File: config.mk
export PLATFORM = sky130hd
export DESIGN_NAME = vram_arbiter_flat
export DESIGN_NICKNAME = d
export VERILOG_FILES = /design/src/rtl/vram_arbiter_if.sv /design/src/rtl/vram_arbiter.sv /design/src/flat_wrapper.sv
export SDC_FILE = /design/constraint.sdc
export NUM_CORES = 1
export LEC_CHECK = 0
export CAP_MARGIN = 20
export CORE_UTILIZATION = 35
export DETAILED_ROUTE_END_ITERATION = 16
export PLACE_DENSITY = 0.66
export SYNTH_ARGS = -nofsm -noshare
export SYNTH_HDL_FRONTEND = slang
export SYNTH_SLANG_ARGS = --single-unit
File: constraint.sdc
create_clock -name clk -period 4.3 [get_ports clk]
set_clock_uncertainty 0.2 [all_clocks]
set_input_delay 1.29 -clock clk [delete_from_list [all_inputs] [get_ports clk]]
set_output_delay 1.29 -clock clk [all_outputs]
set_load 0.02 [all_outputs]
File: src/rtl/vram_arbiter_if.sv
// vram_arbiter bus bundle: video fetch port, CPU port and memory port.
// slave = arbiter side, master = requesters/memory side.
interface vram_arbiter_if #(
  parameter int ADDR_WIDTH = 11,
  parameter int DATA_WIDTH = 8
);
  logic                  vid_req;
  logic [ADDR_WIDTH-1:0] vid_addr;
  logic                  vid_ack;
  logic [DATA_WIDTH-1:0] vid_data;
  logic                  vid_valid;

  logic                  cpu_req;
  logic                  cpu_we;
  logic [ADDR_WIDTH-1:0] cpu_addr;
  logic [DATA_WIDTH-1:0] cpu_wdata;
  logic                  cpu_ack;
  logic [DATA_WIDTH-1:0] cpu_rdata;
  logic                  cpu_rvalid;

  logic [ADDR_WIDTH-1:0] mem_addr;
  logic                  mem_we;
  logic [DATA_WIDTH-1:0] mem_wdata;
  logic [DATA_WIDTH-1:0] mem_rdata;

  modport slave (
    input  vid_req, vid_addr,
    output vid_ack, vid_data, vid_valid,
    input  cpu_req, cpu_we, cpu_addr, cpu_wdata,
    output cpu_ack, cpu_rdata, cpu_rvalid,
    output mem_addr, mem_we, mem_wdata,
    input  mem_rdata
  );

  modport master (
    output vid_req, vid_addr,
    input  vid_ack, vid_data, vid_valid,
    output cpu_req, cpu_we, cpu_addr, cpu_wdata,
    input  cpu_ack, cpu_rdata, cpu_rvalid,
    input  mem_addr, mem_we, mem_wdata,
    output mem_rdata
  );
endinterface

File: src/rtl/vram_arbiter.sv
// VRAM arbiter: video fixed priority, CPU guaranteed a slot by a starvation limiter.
// Optional ARB_STATS_EN adds the cpu_stall_cnt output.
module vram_arbiter #(
  parameter int ADDR_WIDTH   = 11,
  parameter int DATA_WIDTH   = 8,
  parameter int STARVE_LIMIT = 8
) (
  input  logic         clk,
  input  logic         reset,
  vram_arbiter_if.slave bus
`ifdef ARB_STATS_EN
  ,
  output logic [15:0]  cpu_stall_cnt
`endif
);

  localparam logic [7:0] LIMIT = 8'(STARVE_LIMIT);

  logic [7:0] starve_cnt;
  logic       force_cpu;
  logic       grant_vid;
  logic       grant_cpu;
  logic       cpu_rd;
  logic       tag_vld;
  logic       tag_cpu;

  always_comb begin
    force_cpu = (starve_cnt == LIMIT);
    grant_vid = 1'b0;
    grant_cpu = 1'b0;
    if (!reset) begin
      if (bus.vid_req && !(bus.cpu_req && force_cpu))
        grant_vid = 1'b1;
      else if (bus.cpu_req)
        grant_cpu = 1'b1;
    end
    cpu_rd = grant_cpu && !bus.cpu_we;
  end

  assign bus.vid_ack = grant_vid;
  assign bus.cpu_ack = grant_cpu;

  // Only video grants with a waiting CPU count toward starvation.
  always_ff @(posedge clk) begin
    if (reset)
      starve_cnt <= '0;
    else if (grant_vid && bus.cpu_req)
      starve_cnt <= starve_cnt + 8'd1;
    else
      starve_cnt <= '0;
  end

  always_ff @(posedge clk) begin
    if (reset) begin
      bus.mem_addr  <= '0;
      bus.mem_we    <= 1'b0;
      bus.mem_wdata <= '0;
    end else begin
      bus.mem_we <= grant_cpu && bus.cpu_we;
      if (grant_vid)
        bus.mem_addr <= bus.vid_addr;
      else if (grant_cpu)
        bus.mem_addr <= bus.cpu_addr;
      if (grant_cpu && bus.cpu_we)
        bus.mem_wdata <= bus.cpu_wdata;
    end
  end

  // Tag follows the read into the RAM; return stage routes by owner.
  always_ff @(posedge clk) begin
    if (reset) begin
      tag_vld        <= 1'b0;
      tag_cpu        <= 1'b0;
      bus.vid_valid  <= 1'b0;
      bus.cpu_rvalid <= 1'b0;
      bus.vid_data   <= '0;
      bus.cpu_rdata  <= '0;
    end else begin
      tag_vld        <= grant_vid || cpu_rd;
      tag_cpu        <= grant_cpu;
      bus.vid_valid  <= tag_vld && !tag_cpu;
      bus.cpu_rvalid <= tag_vld && tag_cpu;
      if (tag_vld && !tag_cpu)
        bus.vid_data <= bus.mem_rdata;
      if (tag_vld && tag_cpu)
        bus.cpu_rdata <= bus.mem_rdata;
    end
  end

`ifdef ARB_STATS_EN
  always_ff @(posedge clk) begin
    if (reset)
      cpu_stall_cnt <= '0;
    else if (bus.cpu_req && !grant_cpu && cpu_stall_cnt != 16'hFFFF)
      cpu_stall_cnt <= cpu_stall_cnt + 16'd1;
  end
`endif

endmodule

File: src/flat_wrapper.sv
// flat-port wrapper written by rule: the top's interface ports become plain ports
module vram_arbiter_flat 
#(
  parameter int ADDR_WIDTH   = 11,
  parameter int DATA_WIDTH   = 8,
  parameter int STARVE_LIMIT = 8
)
  (clk, reset, bus_vid_req, bus_vid_addr, bus_vid_ack, bus_vid_data, bus_vid_valid, bus_cpu_req, bus_cpu_we, bus_cpu_addr, bus_cpu_wdata, bus_cpu_ack, bus_cpu_rdata, bus_cpu_rvalid, bus_mem_addr, bus_mem_we, bus_mem_wdata, bus_mem_rdata);
  vram_arbiter_if #(.ADDR_WIDTH(ADDR_WIDTH), .DATA_WIDTH(DATA_WIDTH)) bus_i ();
  input  logic clk;
  input  logic reset;
  input wire logic [$bits(bus_i.vid_req)-1:0] bus_vid_req;
  input wire logic [$bits(bus_i.vid_addr)-1:0] bus_vid_addr;
  output wire logic [$bits(bus_i.vid_ack)-1:0] bus_vid_ack;
  output wire logic [$bits(bus_i.vid_data)-1:0] bus_vid_data;
  output wire logic [$bits(bus_i.vid_valid)-1:0] bus_vid_valid;
  input wire logic [$bits(bus_i.cpu_req)-1:0] bus_cpu_req;
  input wire logic [$bits(bus_i.cpu_we)-1:0] bus_cpu_we;
  input wire logic [$bits(bus_i.cpu_addr)-1:0] bus_cpu_addr;
  input wire logic [$bits(bus_i.cpu_wdata)-1:0] bus_cpu_wdata;
  output wire logic [$bits(bus_i.cpu_ack)-1:0] bus_cpu_ack;
  output wire logic [$bits(bus_i.cpu_rdata)-1:0] bus_cpu_rdata;
  output wire logic [$bits(bus_i.cpu_rvalid)-1:0] bus_cpu_rvalid;
  output wire logic [$bits(bus_i.mem_addr)-1:0] bus_mem_addr;
  output wire logic [$bits(bus_i.mem_we)-1:0] bus_mem_we;
  output wire logic [$bits(bus_i.mem_wdata)-1:0] bus_mem_wdata;
  input wire logic [$bits(bus_i.mem_rdata)-1:0] bus_mem_rdata;
  assign bus_i.vid_req = bus_vid_req;
  assign bus_i.vid_addr = bus_vid_addr;
  assign bus_vid_ack = bus_i.vid_ack;
  assign bus_vid_data = bus_i.vid_data;
  assign bus_vid_valid = bus_i.vid_valid;
  assign bus_i.cpu_req = bus_cpu_req;
  assign bus_i.cpu_we = bus_cpu_we;
  assign bus_i.cpu_addr = bus_cpu_addr;
  assign bus_i.cpu_wdata = bus_cpu_wdata;
  assign bus_cpu_ack = bus_i.cpu_ack;
  assign bus_cpu_rdata = bus_i.cpu_rdata;
  assign bus_cpu_rvalid = bus_i.cpu_rvalid;
  assign bus_mem_addr = bus_i.mem_addr;
  assign bus_mem_we = bus_i.mem_we;
  assign bus_mem_wdata = bus_i.mem_wdata;
  assign bus_i.mem_rdata = bus_mem_rdata;
  vram_arbiter #(.ADDR_WIDTH(ADDR_WIDTH), .DATA_WIDTH(DATA_WIDTH), .STARVE_LIMIT(STARVE_LIMIT)) u_core (.clk(clk), .reset(reset), .bus(bus_i));
endmodule
## Word level (Yosys, flattened, before mapping)

Cells that the tools add are included.

- Add/subtract/negate cells: 1
- Eq/ne operators: 1
- Muxes and demuxes: 7
- Bitwise operators: 1
- Reductions and logical operators: 13

Operators by type and width:

| operator | count |
|---|---|
| $mux 11 | 2 |
| $add 8x1->8 const B | 1 |
| $eq 8x4->1 const B | 1 |
| $logic_and 1x1->1 | 7 |
| $mux 1 | 5 |
| $logic_not 1->1 | 3 |
| $reduce_bool 2->1 | 1 |
| $reduce_or 2->1 | 1 |
| $logic_or 1x1->1 | 1 |
| $not 1->1 | 1 |

- Bits in registers: 48
- Logic and storage cells: 33

## Logic depth before layout (Yosys ltp)

Gate-level depths: netlist of the first run.

- Word-level depth: 9
- Gate-level depth with buffers: 7

## Least setup slack after synthesis of the first run

No wires, ideal clock.

- Kind: input to output
- From: input bus_cpu_req
- To: output bus_cpu_ack
- Arrival: 2.259 ns
- Data required time: 2.810 ns
- Slack: 0.551 ns
- Cell stages on the path: 4
- Path through: clkbuf_1 -> nand4b_1 -> o21ai_4 -> nor2b_1

- Word-level cells in the longest chain between the ends: 5

RTL lines:

| element | line | text |
|---|---|---|
| from (decl) | flat_wrapper.sv:17 | `input wire logic [$bits(bus_i.cpu_req)-1:0] bus_cpu_req;` |
| $logic_and 1x1->1 | vram_arbiter.sv:32 | `if (bus.vid_req && !(bus.cpu_req && force_cpu))` |
| $logic_not 1->1 | vram_arbiter.sv:32 |  |
| $logic_and 1x1->1 | vram_arbiter.sv:32 |  |
| $mux 1 (*) | vram_arbiter.sv:32 |  |
| $mux 1 (*) | vram_arbiter.sv:31 | `if (!reset) begin` |
| to (decl) | flat_wrapper.sv:21 | `output wire logic [$bits(bus_i.cpu_ack)-1:0] bus_cpu_ack;` |

Mark *: on every way between the ends. The rest lies on a longest branch, timed or not.

## Final worst setup path of the first run

- From: input bus_cpu_req
- To: output bus_vid_ack

- Word-level cells in the longest chain between the ends: 5

RTL lines:

| element | line | text |
|---|---|---|
| $logic_and 1x1->1 | vram_arbiter.sv:32 |  |
| $logic_not 1->1 | vram_arbiter.sv:32 |  |
| $logic_and 1x1->1 | vram_arbiter.sv:32 |  |
| $mux 1 | vram_arbiter.sv:32 |  |
| $mux 1 | vram_arbiter.sv:31 |  |
| to (decl) | flat_wrapper.sv:14 | `output wire logic [$bits(bus_i.vid_ack)-1:0] bus_vid_ack;` |

No other way between the ends.

==> results, run 1 <==
- Counting every net in the synthesized netlist gives around 250.
- The worst setup path is of the input port to output pin kind.
- The number of setup buffers added after CTS is 0.
- The static leakage is about 1.2 nW.
- The synthesized netlist devotes between 10 and 15% of its cell area to compound gates.
- The cell at the root of the clock tree is clkbuf_8.
- After floorplanning, the core was divided into 26 placement rows.
- The highest ir drop seen on vdd is roughly 0.17 mV.
- The initial cell density of the core is roughly 37%.
- The total die area is about 5900 um2.
- The clock share of power is 30.0%.
- Global routing consumed, on the met3 layer, roughly 4.4% of the routing resources.
- The internal power of the cells totals about 0.00069 W.
- The clock net in this run drives a total of 48 sinks.
- The leading cell type in the layout, fill and taps excluded is clkdlybuf4s50_1.
- The number of antenna violations at the first check in global routing is 0.
- The portion of synthesized area spent on multiplexers is approximately an eighth.
- The tightest min-delay check is of the flip-flop to flip-flop type.
- At the pin with the least slew margin, the transition time is 0.505 ns.
- After clock tree synthesis, the repair step resized 2 gates.
- In this design, the stage delay of the slowest critical-path cell is roughly 0.48 ns.
- The flow ran to the end, and the final reports show no timing, DRC or antenna violations.
- Summed over all layers, the global routing overflow is 0.
- The kind of capture point of the worst setup path is an output pin.
- At the end of the flow the core is filled with cells to a little under three fifths.
- The clock reaches the later pin of the worst-skew pair after slightly below 0.3 ns.
- The longest clock path from root to sink contains 2 buffers.
- Timing would allow up to around 0.24 GHz.
- The largest area contributor in the synthesized netlist is dfxtp_1.
- The number of CTS-inserted buffers is 5.
- In the post-synthesis netlist, the biggest area contributors are dfxtp_1 49%, nand2_1 7.1%, mux2_4 6.1%.
- Counting flops and latches in the post-synthesis netlist gives 48.
- The relative area change from synthesis to final layout is 50.0%.
- In this run the worst path has a maximum fanout of 2.
- From left edge to right edge, the die measures 76.9 um.
- After synthesis, the mean cell area works out to between 9 and 10 um2.
- The net total in the final layout is 329.
- Of the total power, the share spent switching nets is between 20% and 30%.
- In the layout the commonest cells are 79 x clkdlybuf4s50_1, 48 x dfxtp_1, 37 x nand2_1.
- Summing the areas of all fa, ha and maj instances in the mapped netlist gives about 1.3% of the synthesized area.
- Headroom to the max-slew limit came out at 66.3%.
- Dividing the final minimum period by the clock period gives 97.4%.
- In the routed design, unresolved DRC markers number 0.
- Dividing the detail-routed via count by the number of cells gives between 4 and 5.
- The simple-gate share of the synthesized area is between 10% and 20%.
- Port buffering added 82 buffers.
- Setup repair after global routing left no endpoint under its margin.
- The number of inserted filler cells in the final layout is approximately 490.
- The switching power total is 0.000226 W.
- The wire-length estimate of the detail-placed layout is about 3000 um.
- The length in cells of the worst reg-to-reg path is 5.
- In the final routed layout, each cell accounts on average for around 12 um.
- The worst setup path is launched from an input port.
- The synthesized instance count is roughly 200.
- The routed design could run at a clock period as short as between 4 and 5 ns.
- The met1 global-route usage is 17.6%.
- The remaining antenna violation count after routing is 0.
- The main combinational cell family by area after synthesis is simple AND/OR/NAND/NOR gates.
- After clock tree synthesis, the clock-pin slew on the worst setup and hold paths is around 0.080 ns.
- The core area is about 5200 um2.
- The most congested layer reported by global routing is met2.
- The antenna cell count is 0.
- Of the cells placed in the final design, the portion with a size suffix greater than 1 is between 10 and 15%.
- The total routed wirelength is between 4000 and 5000 um.
- The yosys synthesis warning count is 0.
- The number of hold-slack violations in the final timing report came to 0.
- Of the total synthesized cell area, the portion taken by XOR and XNOR cells is under 10%.
- Across all layers, the routed design uses around 1.6k vias.
- The die outline height is about 77 um.
- In the global route stage, overall resource usage came out at around 14%.
- The slowest stage of the critical path is the clkdlybuf4s50_1 cell.
- The number of slew-limit violations in the final report was 0.
- The worst hold path was traced through 2 stages.
- The max-capacitance violation count is 0.
- The total standard cell area after synthesis is about 2000 um2.
- In this run the cell area measured after placement is 2850 um2.
- The boundary pin count is between 80 and 90.
- The required time of the critical path is 2.81 ns.
- Synthesis instantiated 27 different standard cells from the library.
- The H-tree was split into 2 levels.
- The proportion of synthesized chip area in sequential cells is 49.0%.
- After the first detailed-routing iteration, the DRC count stood at 60.
- The summed area of non-filler cells in the final layout is slightly below 3000 um2.
- The pre-antenna-repair detailed-routing pass consisted of 4 iterations.
- The part of the power in registers is 52.3%.
- The data arrival time of the critical path is between 2 and 3 ns.
- Routability-driven placement finished with a final weighted congestion of 0.766.
- For this design, the CTS-stage hold fixing added 0 buffers.
- The number of global-route vias before repair is between 1.5k and 2k.
- TritonCTS built the clock tree.
- Entering global routing, the biggest net connects 39 pins.
- In this run the power density over the cells is between 300 and 400 nW/um2.
- The wire length of the first global-routing pass is 6850 um.
- The share of total power dissipated in combinational logic is 17.7%.
- Setup violations remaining at the end of the flow were counted as 0.
- For met2 alone, demand over resource in global routing was between 20% and 30%.
- The signal on the critical path passes through clkdlybuf4s50_1 > nand4b_1 > buf_4 > o211a_4 > dlygate4sd2_1.
- Summed over its instances, the top area cell type makes up 49.0% of the synthesized netlist area.
[state kept, by name (all words and copies together) (netlist names)]
name	count
u_core.tag_vld	1
u_core.bus.vid_valid	1
u_core.bus.mem_we	1
u_core.bus.cpu_rdata	8
u_core.bus.mem_addr	11
u_core.bus.mem_wdata	8
u_core.tag_cpu	1
u_core.starve_cnt	8
u_core.bus.vid_data	8
u_core.bus.cpu_rvalid	1
[synth_stat cells]
| master | n |
|---|---|
| a21oi_1 | 16 |
| mux2i_1 | 11 |
| buf_6 | 1 |
| nand4b_1 | 1 |
| o22ai_1 | 1 |
| dfxtp_1 | 48 |
| buf_2 | 2 |
| clkbuf_1 | 6 |
| o21ai_4 | 1 |
| nand2_1 | 37 |
| buf_1 | 4 |
| o211a_4 | 1 |
| nand2_4 | 1 |
| or2_2 | 1 |
| inv_1 | 5 |
| and3_1 | 3 |
| nand2b_1 | 1 |
| ha_1 | 2 |
| nor2b_1 | 11 |
| xor2_1 | 5 |
| o31ai_2 | 8 |
| o31ai_1 | 3 |
| nand3_1 | 13 |
| xnor2_1 | 1 |
| nor2_1 | 10 |
| mux2_4 | 8 |
| or4_4 | 1 |
[power groups by stage]
stage | registers, W | logic (W) | clock network, W
2_1_floorplan | 0.000507 | 0.0000567 | 0
3_3_place_gp | 0.000487 | 0.000163 | 0
3_5_place_dp | 0.000487 | 0.000164 | 0
4_1_cts | 0.000477 | 0.000164 | 0.000287
5_1_grt | 0.000480 | 0.000172 | 0.000310
6_report | 0.000477 | 0.000162 | 0.000273
[worst paths after layout]
path                               start                      end  slack, ns
setup / recovery             bus_cpu_req              bus_vid_ack       0.11
hold / removal    u_core.bus.vid_data[0]   u_core.bus.vid_data[0]       0.26
setup reg to reg    u_core.starve_cnt[2]  u_core.bus.mem_wdata[2]       2.33
hold reg to reg   u_core.bus.vid_data[0]   u_core.bus.vid_data[0]       0.26
[metal layers]
layer	vias up	share of wire (%)	routed length, um
met5	-	0	0
met4	0	1.1	45
met3	6	6.5	279
met2	49	45	1940
met1	742	47	2000
li1	842	-	-
[critical path: cells and delay by family]
| family | cells | cell delay (ns) |
|---|---|---|
| AO/OA/AOI/OAI | 1 | 0.24 |
| buffers and inverters | 3 | 0.99 |
| AND/OR/NAND/NOR | 1 | 0.18 |
[stage by stage]
step           setup TNS (ns)  hold WS, ns  setup slack, ns  power, W  std cells
3_3_place_gp           -0.216        0.244           -0.138  0.000650        347
4_1_cts                     0        0.259            0.103  0.000928        355
6_report                    0        0.256            0.113  0.000912        355
2_1_floorplan               0        0.249            0.551  0.000564        202
3_5_place_dp           -0.246        0.246           -0.134  0.000651        347
5_1_grt                     0        0.292           0.0594  0.000962        355
[area by class of cell]
cell class | count | area (um2) | share of cell area [%]
multi-input cells | 136 | 923 | 31.4
flip-flops and latches | 48 | 961 | 32.7
clock inverters | 1 | 7.51 | 0.255
well taps | 70 | 87.6 | 2.98
clock buffers | 7 | 86.3 | 2.93
repair buffers | 88 | 858 | 29.2
inverters | 5 | 18.8 | 0.638
[cells by family (layout without fill, tap and decap cells)]
kind of cell | Yosys count | count (layout)
flops | 48 | 48
compound gates | 30 | 30
simple gates | 79 | 79
xor+xnor | 6 | 6
fa+ha+maj | 2 | 2
buf+inv | 18 | 101
mux | 19 | 19
Note: power is estimated with default switching activity, not from simulation.
==> run 2, diff against run 1 <==
Settings changed: CELL_PAD_IN_SITES_DETAIL_PLACEMENT set to 0, CELL_PAD_IN_SITES_GLOBAL_PLACEMENT set to 1, CORE_UTILIZATION 35 to 33, PLACE_DENSITY 0.66 to 0.82.
==> run 2 against run 1 <==
Net effect:
- final cell count grew 0.56%
- first-iteration DRC count up 17%
- utilization decreased by 3.7 points
- setup slack better by 0.021 ns
- register-to-register slack about the same
- combinational power about the same
- design area barely moved
- total power grew 0.42%
- non-clock buffer count unchanged
- flip-flop and latch count did not move
- critical path depth is the same
==> results, run 2 (synthesis gave the netlist of run 1 again) <==
- The flow ran to the end, and the final reports show no timing, DRC or antenna violations.
- The initial cell density of the core is 35.0% (-2.5 points).
- The summed area of non-filler cells in the final layout is 2940 um2 (about the same).
- The die outline height is 79.1 um (+2.9%).
- The total cell area at the placement stage is 2850 um2 (about the same).
- The CTS tree is done.
- The actual slew at the worst max-slew pin is 0.516 ns (+0.0109 ns).
- The detailed router used layers up to and including met4.
- The number of antenna violations at the first check in global routing was 0 (unchanged).
- The number of flip-flops under the largest register name is 11 (unchanged).
- Leaving out fill and tap cells, the most frequent cell in the layout is clkdlybuf4s50_1.
- The iteration count of the initial detailed-routing pass was 4 (unchanged).
- The tree is rooted in a clkbuf_8.
- The worst setup path is launched from an input port.
- The required time of the critical path is 2.81 ns (about the same).
- The number of global-route vias before repair is 1566 (+0.90%).
- The number of slew-limit violations in the final report is 0 (unchanged).
- The core utilization of the finished layout is 52.5% (-3.7 points).
- The wire length of the first global-routing pass is 7450 um (+8.7%).
- The wire length on met2 is 2200 um (+13%).
- The post-layout instance count excluding filler cells was 357 (+0.56%).
- The start-to-end type of the worst setup path is input port to output pin.
- The fraction of final layout cells sized beyond drive strength 1 came to 11.9% (-0.35 points).
- The worst setup slack before clock tree synthesis is -0.0946 ns (+0.0395 ns).
- The met1 routed wirelength after detailed routing was 2030 um (+1.6%).
- The share of the cycle needed by the critical path after routing is 96.9% (-0.48 points).
- The relative area change from synthesis to final layout is 49.9% (about the same).
- The total routed wirelength is 4540 um (+6.5%).
- The detailed placer's ending HPWL is 3320 um (+7.3%).
- The site row count is 27 (+3.8%).
- The number of CTS-inserted buffers came to 5 (unchanged).
- The net total in the final layout was 329 (unchanged).
- The largest register by flop count is u_core.bus.mem_addr.
- The H-tree depth is 2 (unchanged).
- The number of DRC violations after detailed-routing iteration 0 is 70 (+17%).
- The max-capacitance violation count came to 0 (unchanged).
- The total power divided by cell area is 311 nW/um2 (+0.46%).
- The slack of the critical path is 0.134 ns (+0.0208 ns).
- The slack of the worst reg-to-reg path is 2.32 ns (about the same).
- The clock period minus worst slack is 4.17 ns (-0.0208 ns).
- The final setup violation count is 0 (unchanged).
- The count of buffers from port buffering is 82 (unchanged).
- The number of hold-slack violations in the final timing report is 0 (unchanged).
- The worst relative slew slack was 65.5% (-0.73 points).
- The worst-path maximum fanout is 2 (unchanged).
- The total routing usage reported by global routing is 15.6% (+1.3 points).
- The wire length per cell came to 12.7 um (+5.9%).
- The total die area was 6260 um2 (+5.9%).
- The average vias per placed instance is 4.55 (-1.5%).
- The fmax is 0.240 GHz (+0.50%).
- The total chip power came to 0.000916 W (+0.42%).
- The static leakage came to 1.16 nW (about the same).
- The worst setup path is captured at an output pin.
- The number of buffers added for setup after CTS is 0 (unchanged).
- Setup repair after global routing left no endpoint under its margin.
- The remaining global-route overflow came to 0 (unchanged).
- The number of cells after detailed placement is 349 (+0.58%).
- The data arrival time of the critical path is 2.68 ns (-0.02 ns).
- The remaining antenna violation count after routing was 0 (unchanged).
- The detailed-route DRC error count is 0 (unchanged).
- The total number of clock tree sinks was 48 (unchanged).
- The boundary pin count was 83 (unchanged).
- The width of the die is 79.1 um (+2.9%).
- The source-to-sink clock delay at the later pin of the worst-skew pair came to 0.30 ns (about the same).
- The placer congestion estimate is 0.756 (-1.3%).
- The maximum buffer depth of the clock tree is 2 (unchanged).
- The post-CTS clock slew at the launch and capture registers of the worst setup and hold paths is 0.08 ns (about the same).
- The antenna cell count is 0 (unchanged).
- The top cell types in the final layout, fill and taps aside, are 79 x clkdlybuf4s50_1, 48 x dfxtp_1, 37 x nand2_1.
- The vias after detailed routing is 1624 (-0.92%).
- The min-delay analysis places its worst path in the category flip-flop to flip-flop.
- The met3 wirelength from detailed routing was 237 um (-15%).
- The largest net degree at the start of global routing is 39 (unchanged).
- The core area is 5610 um2 (+7.1%).
- The highest ir drop seen on vdd is 0.168 mV (-0.28%).
[run 2: repair_timing]
action / in CTS / in global routing
hold buffers: 0 / 0
setup endpoints to repair: 2 / 0
gates resized for setup: 2 / 0
[run 2: critical path: stages]
cell	delay, ns
clkdlybuf4s50_1	0.48
nand4b_1	0.16
buf_4	0.19
o211a_4	0.24
dlygate4sd2_1	0.31
[run 2: path summary, 6_finish.rpt]
path	start	to	depth (start not counted)
max	bus_cpu_req	bus_vid_ack	5
max reg2reg	u_core.starve_cnt[2]	u_core.bus.mem_wdata[0]	5
min	u_core.bus.vid_data[2]	u_core.bus.vid_data[2]	2
min reg2reg	u_core.bus.vid_data[2]	u_core.bus.vid_data[2]	2
[run 2: layer usage]
layer	vias up	track usage (%)
met5	-	0
met4	0	6.00
met3	6	4.48
met2	42	26.0
met1	740	18.9
li1	836	-
[run 2: where the power goes]
group,switching [W],leakage [nW],internal (W)
logic,0.0000727,0.718,0.0000905
registers,0.0000123,0.393,0.000464
clock network,0.000144,0.0455,0.000131
[run 2: metrics by stage]
step	hold WS [ns]	setup TNS [ns]
after detailed placement	0.247	-0.168
after CTS	0.259	0
after global placement	0.243	-0.145
after floorplan	0.249	0
after global routing	0.282	0
final	0.257	0
[run 2: final cells by class]
class / instances / area, um2
Multi-Input combinational cell: 136 / 923
Tap cell: 72 / 90.1
Timing Repair Buffer: 88 / 858
Fill cell: 543 / 2670
Inverter: 5 / 18.8
Clock buffer: 8 / 90.1
Sequential cell: 48 / 961
==> run 3, diff against run 2 <==
Settings changed: CORE_UTILIZATION 33 to 31, PLACE_DENSITY 0.82 to 0.78.
Clock period 4.3 ns to 4.5 ns, I/O delays scaled along.
==> run 3 against run 2 <==
Net effect:
- design area increased by 0.34%
- clock-buffer cell count down 1
- final cell count rose by 0.56%
- worst hold slack worse by 0.0013 ns
- non-clock buffer count is the same
- sequential share of layout area is 0.11 points lower
- critical path depth unchanged
- flip-flop and latch count did not move
- setup slack gained 0.040 ns
- total power down 3.6%
==> results, run 3 (synthesis gave the netlist of run 1 again) <==
- The fraction of final layout cells sized beyond drive strength 1 is 12.3% (+0.39 points).
- The run finished with clean final reports.
- The summed negative setup slack over all endpoints is 0 ns (unchanged).
- The worst relative slew slack was 66.2% (+0.66 points).
- The static leakage is 1.16 nW (+0.42%).
- The post-CTS clock slew at the launch and capture registers of the worst setup and hold paths is 0.09 ns (about the same).
- The fmax is between 0.2 and 0.25 GHz.
- The worst setup slack before clock tree synthesis is -0.0945 ns (+0.0000981 ns).
- The number of antenna violations at the first check in global routing is 0 (unchanged).
- The antenna cell count is 0 (unchanged).
- The placer congestion estimate is 0.811 (+7.2%).
- The total routed wirelength is 4390 um (-3.5%).
- STA classifies the critical path endpoint as an output pin.
- The min-delay analysis places its worst path in the category flip-flop to flip-flop.
- The total number of clock tree sinks was 48 (unchanged).
- The net total in the final layout is 329 (unchanged).
- Relative to the synthesized area, the layout overhead comes to 50.4%.
- The die outline height is 81.6 um (+3.1%).
- The vias after detailed routing is 1609 (-0.92%).
- The slowest stage of the critical path is the clkdlybuf4s50_1 cell.
- The number of slew-limit violations in the final report is 0 (unchanged).
- The total routing usage reported by global routing is 14.2% (-1.4 points).
- The library cells used most frequently in the layout, excluding fill and tap cells, are 79 x clkdlybuf4s50_1, 48 x dfxtp_1, 37 x nand2_1.
- The number of buffers added for setup after CTS is 0 (unchanged).
- The actual slew at the worst max-slew pin is 0.506 ns (-0.00992 ns).
- The remaining global-route overflow was 0 (unchanged).
- Setup repair after global routing left no endpoint under its margin.
- The wire length of the first global-routing pass is 7270 um (-2.3%).
- The clock period minus worst slack is about 4.3 ns.
- The largest register by flop count is u_core.bus.mem_addr.
- The data arrival time of the critical path is 2.78 ns (+0.10 ns).
- Walking the worst path, the cells encountered are clkdlybuf4s50_1 > nand4b_1 > buf_4 > o211a_4 > dlygate4sd2_1.
- The initial cell density of the core is 32.6% (-2.4 points).
- The number of flip-flops under the largest register name came to 11 (unchanged).
- The core area came to 6030 um2 (+7.5%).
- The highest ir drop seen on vdd was 0.208 mV (+24%).
- The core utilization of the finished layout is 49.0% (-3.5 points).
- The max-capacitance violation count was 0 (unchanged).
- The boundary pin count is 83 (unchanged).
- The worst-path maximum fanout came to 2 (unchanged).
- The maximum buffer depth of the clock tree is 2 (unchanged).
- The number of global-route vias before repair came to 1632 (+4.2%).
- The detailed placer's ending HPWL was 3150 um (-5.0%).
- The worst setup path is launched from an input port.
- The number of hold-slack violations in the final timing report is 0 (unchanged).
- The total power divided by cell area came to 299 nW/um2 (-3.9%).
- The delay contributed by the slowest stage of the critical path came to 0.49 ns (about the same).
- The remaining antenna violation count after routing is 0 (unchanged).
- TritonCTS built the clock tree.
- The wire length per cell came to 12.2 um (-4.0%).
- The site row count was 28 (+3.7%).
- The count of buffers from port buffering is 82 (unchanged).
- The share of the cycle needed by the critical path after routing is between 90 and 100%.
- The number of DRC violations after detailed-routing iteration 0 was 57 (-19%).
- The number of CTS-inserted buffers is 5 (unchanged).
- The tree is rooted in a clkbuf_8.
- The source-to-sink clock delay at the later pin of the worst-skew pair is 0.29 ns (about the same).
- The iteration count of the initial detailed-routing pass is 4 (unchanged).
- By startpoint and endpoint, the worst setup path is classified as input port to output pin.
- The slack of the critical path came to 0.174 ns (+0.0398 ns).
- The number of inserted filler cells in the final layout is 603 (+11%).
- The largest net degree at the start of global routing is 39 (unchanged).
- The average vias per placed instance is 4.48 (-1.5%).
- The width of the die came to 81.6 um (+3.1%).
- The detailed-route DRC error count is 0 (unchanged).
- Leaving out fill and tap cells, the most frequent cell in the layout is clkdlybuf4s50_1.
- The final setup violation count is 0 (unchanged).
- The H-tree depth is 2 (unchanged).
- The required time of the critical path is 2.95 ns (+0.14 ns).
- The total die area is 6650 um2 (+6.3%).
[run 3: cell count changes in the layout (fill, tap and decap cells not counted)]
cell      delta
clkbuf_8     +1
clkbuf_1     -2
[run 3: worst paths after layout]
| kind | slack [ns] | from | depth (start not counted) | end |
|---|---|---|---|---|
| worst min register to register | 0.26 | u_core.bus.vid_data[0] | 2 | u_core.bus.vid_data[0] |
| worst min-delay path | 0.26 | u_core.bus.vid_data[0] | 2 | u_core.bus.vid_data[0] |
| worst max register to register | 2.55 | u_core.starve_cnt[2] | 5 | u_core.bus.mem_wdata[0] |
| worst max-delay path | 0.17 | bus_cpu_req | 5 | bus_vid_ack |
[run 3: cell type report]
class | count | area, um2 | share of cell area, %
flip-flops and latches | 48 | 961 | 32.6
multi-input cells | 136 | 923 | 31.3
repair buffers | 88 | 858 | 29.1
clock buffers | 7 | 96.3 | 3.26
well taps | 75 | 93.8 | 3.18
inverters | 5 | 18.8 | 0.636
[run 3: timing repair]
item                       4_1_cts  5_1_grt
resized for setup                2        0
hold buffers                     0        0
setup endpoints to repair        2        0
[run 3: per-layer routing]
metal | GRT usage [%] | vias to the layer above | part of all wire (%)
met1 | 17.9 | 718 | 48
met3 | 5.00 | 2 | 6.4
met2 | 23.8 | 48 | 46
li1 | - | 841 | -
met4 | 2.14 | 0 | 0.091
met5 | 0 | - | 0
[run 3: stage by stage]
step / instances / total power (W) / instance area, um2 / hold slack (ns)
2_1_floorplan: 202 / 0.000539 / 1960 / 0.249
3_3_place_gp: 352 / 0.000623 / 2860 / 0.244
3_5_place_dp: 352 / 0.000623 / 2860 / 0.248
4_1_cts: 359 / 0.000899 / 2950 / 0.261
5_1_grt: 359 / 0.000930 / 2950 / 0.280
6_report: 359 / 0.000883 / 2950 / 0.255
[run 3: critical path, delay by kind of cell]
kind / cells / cell delay (ns)
buffers and inverters: 3 / 1.01
AO/OA/AOI/OAI: 1 / 0.24
AND/OR/NAND/NOR: 1 / 0.19
[run 3: where the power goes]
group | internal, W | leakage, nW | total [W] | switching [W]
Clock | 0.000137 | 0.0503 | 0.000272 | 0.000134
Combinational | 0.0000866 | 0.718 | 0.000156 | 0.0000691
Sequential | 0.000444 | 0.393 | 0.000455 | 0.0000116
Total | 0.000667 | 1.16 | 0.000883 | 0.000215
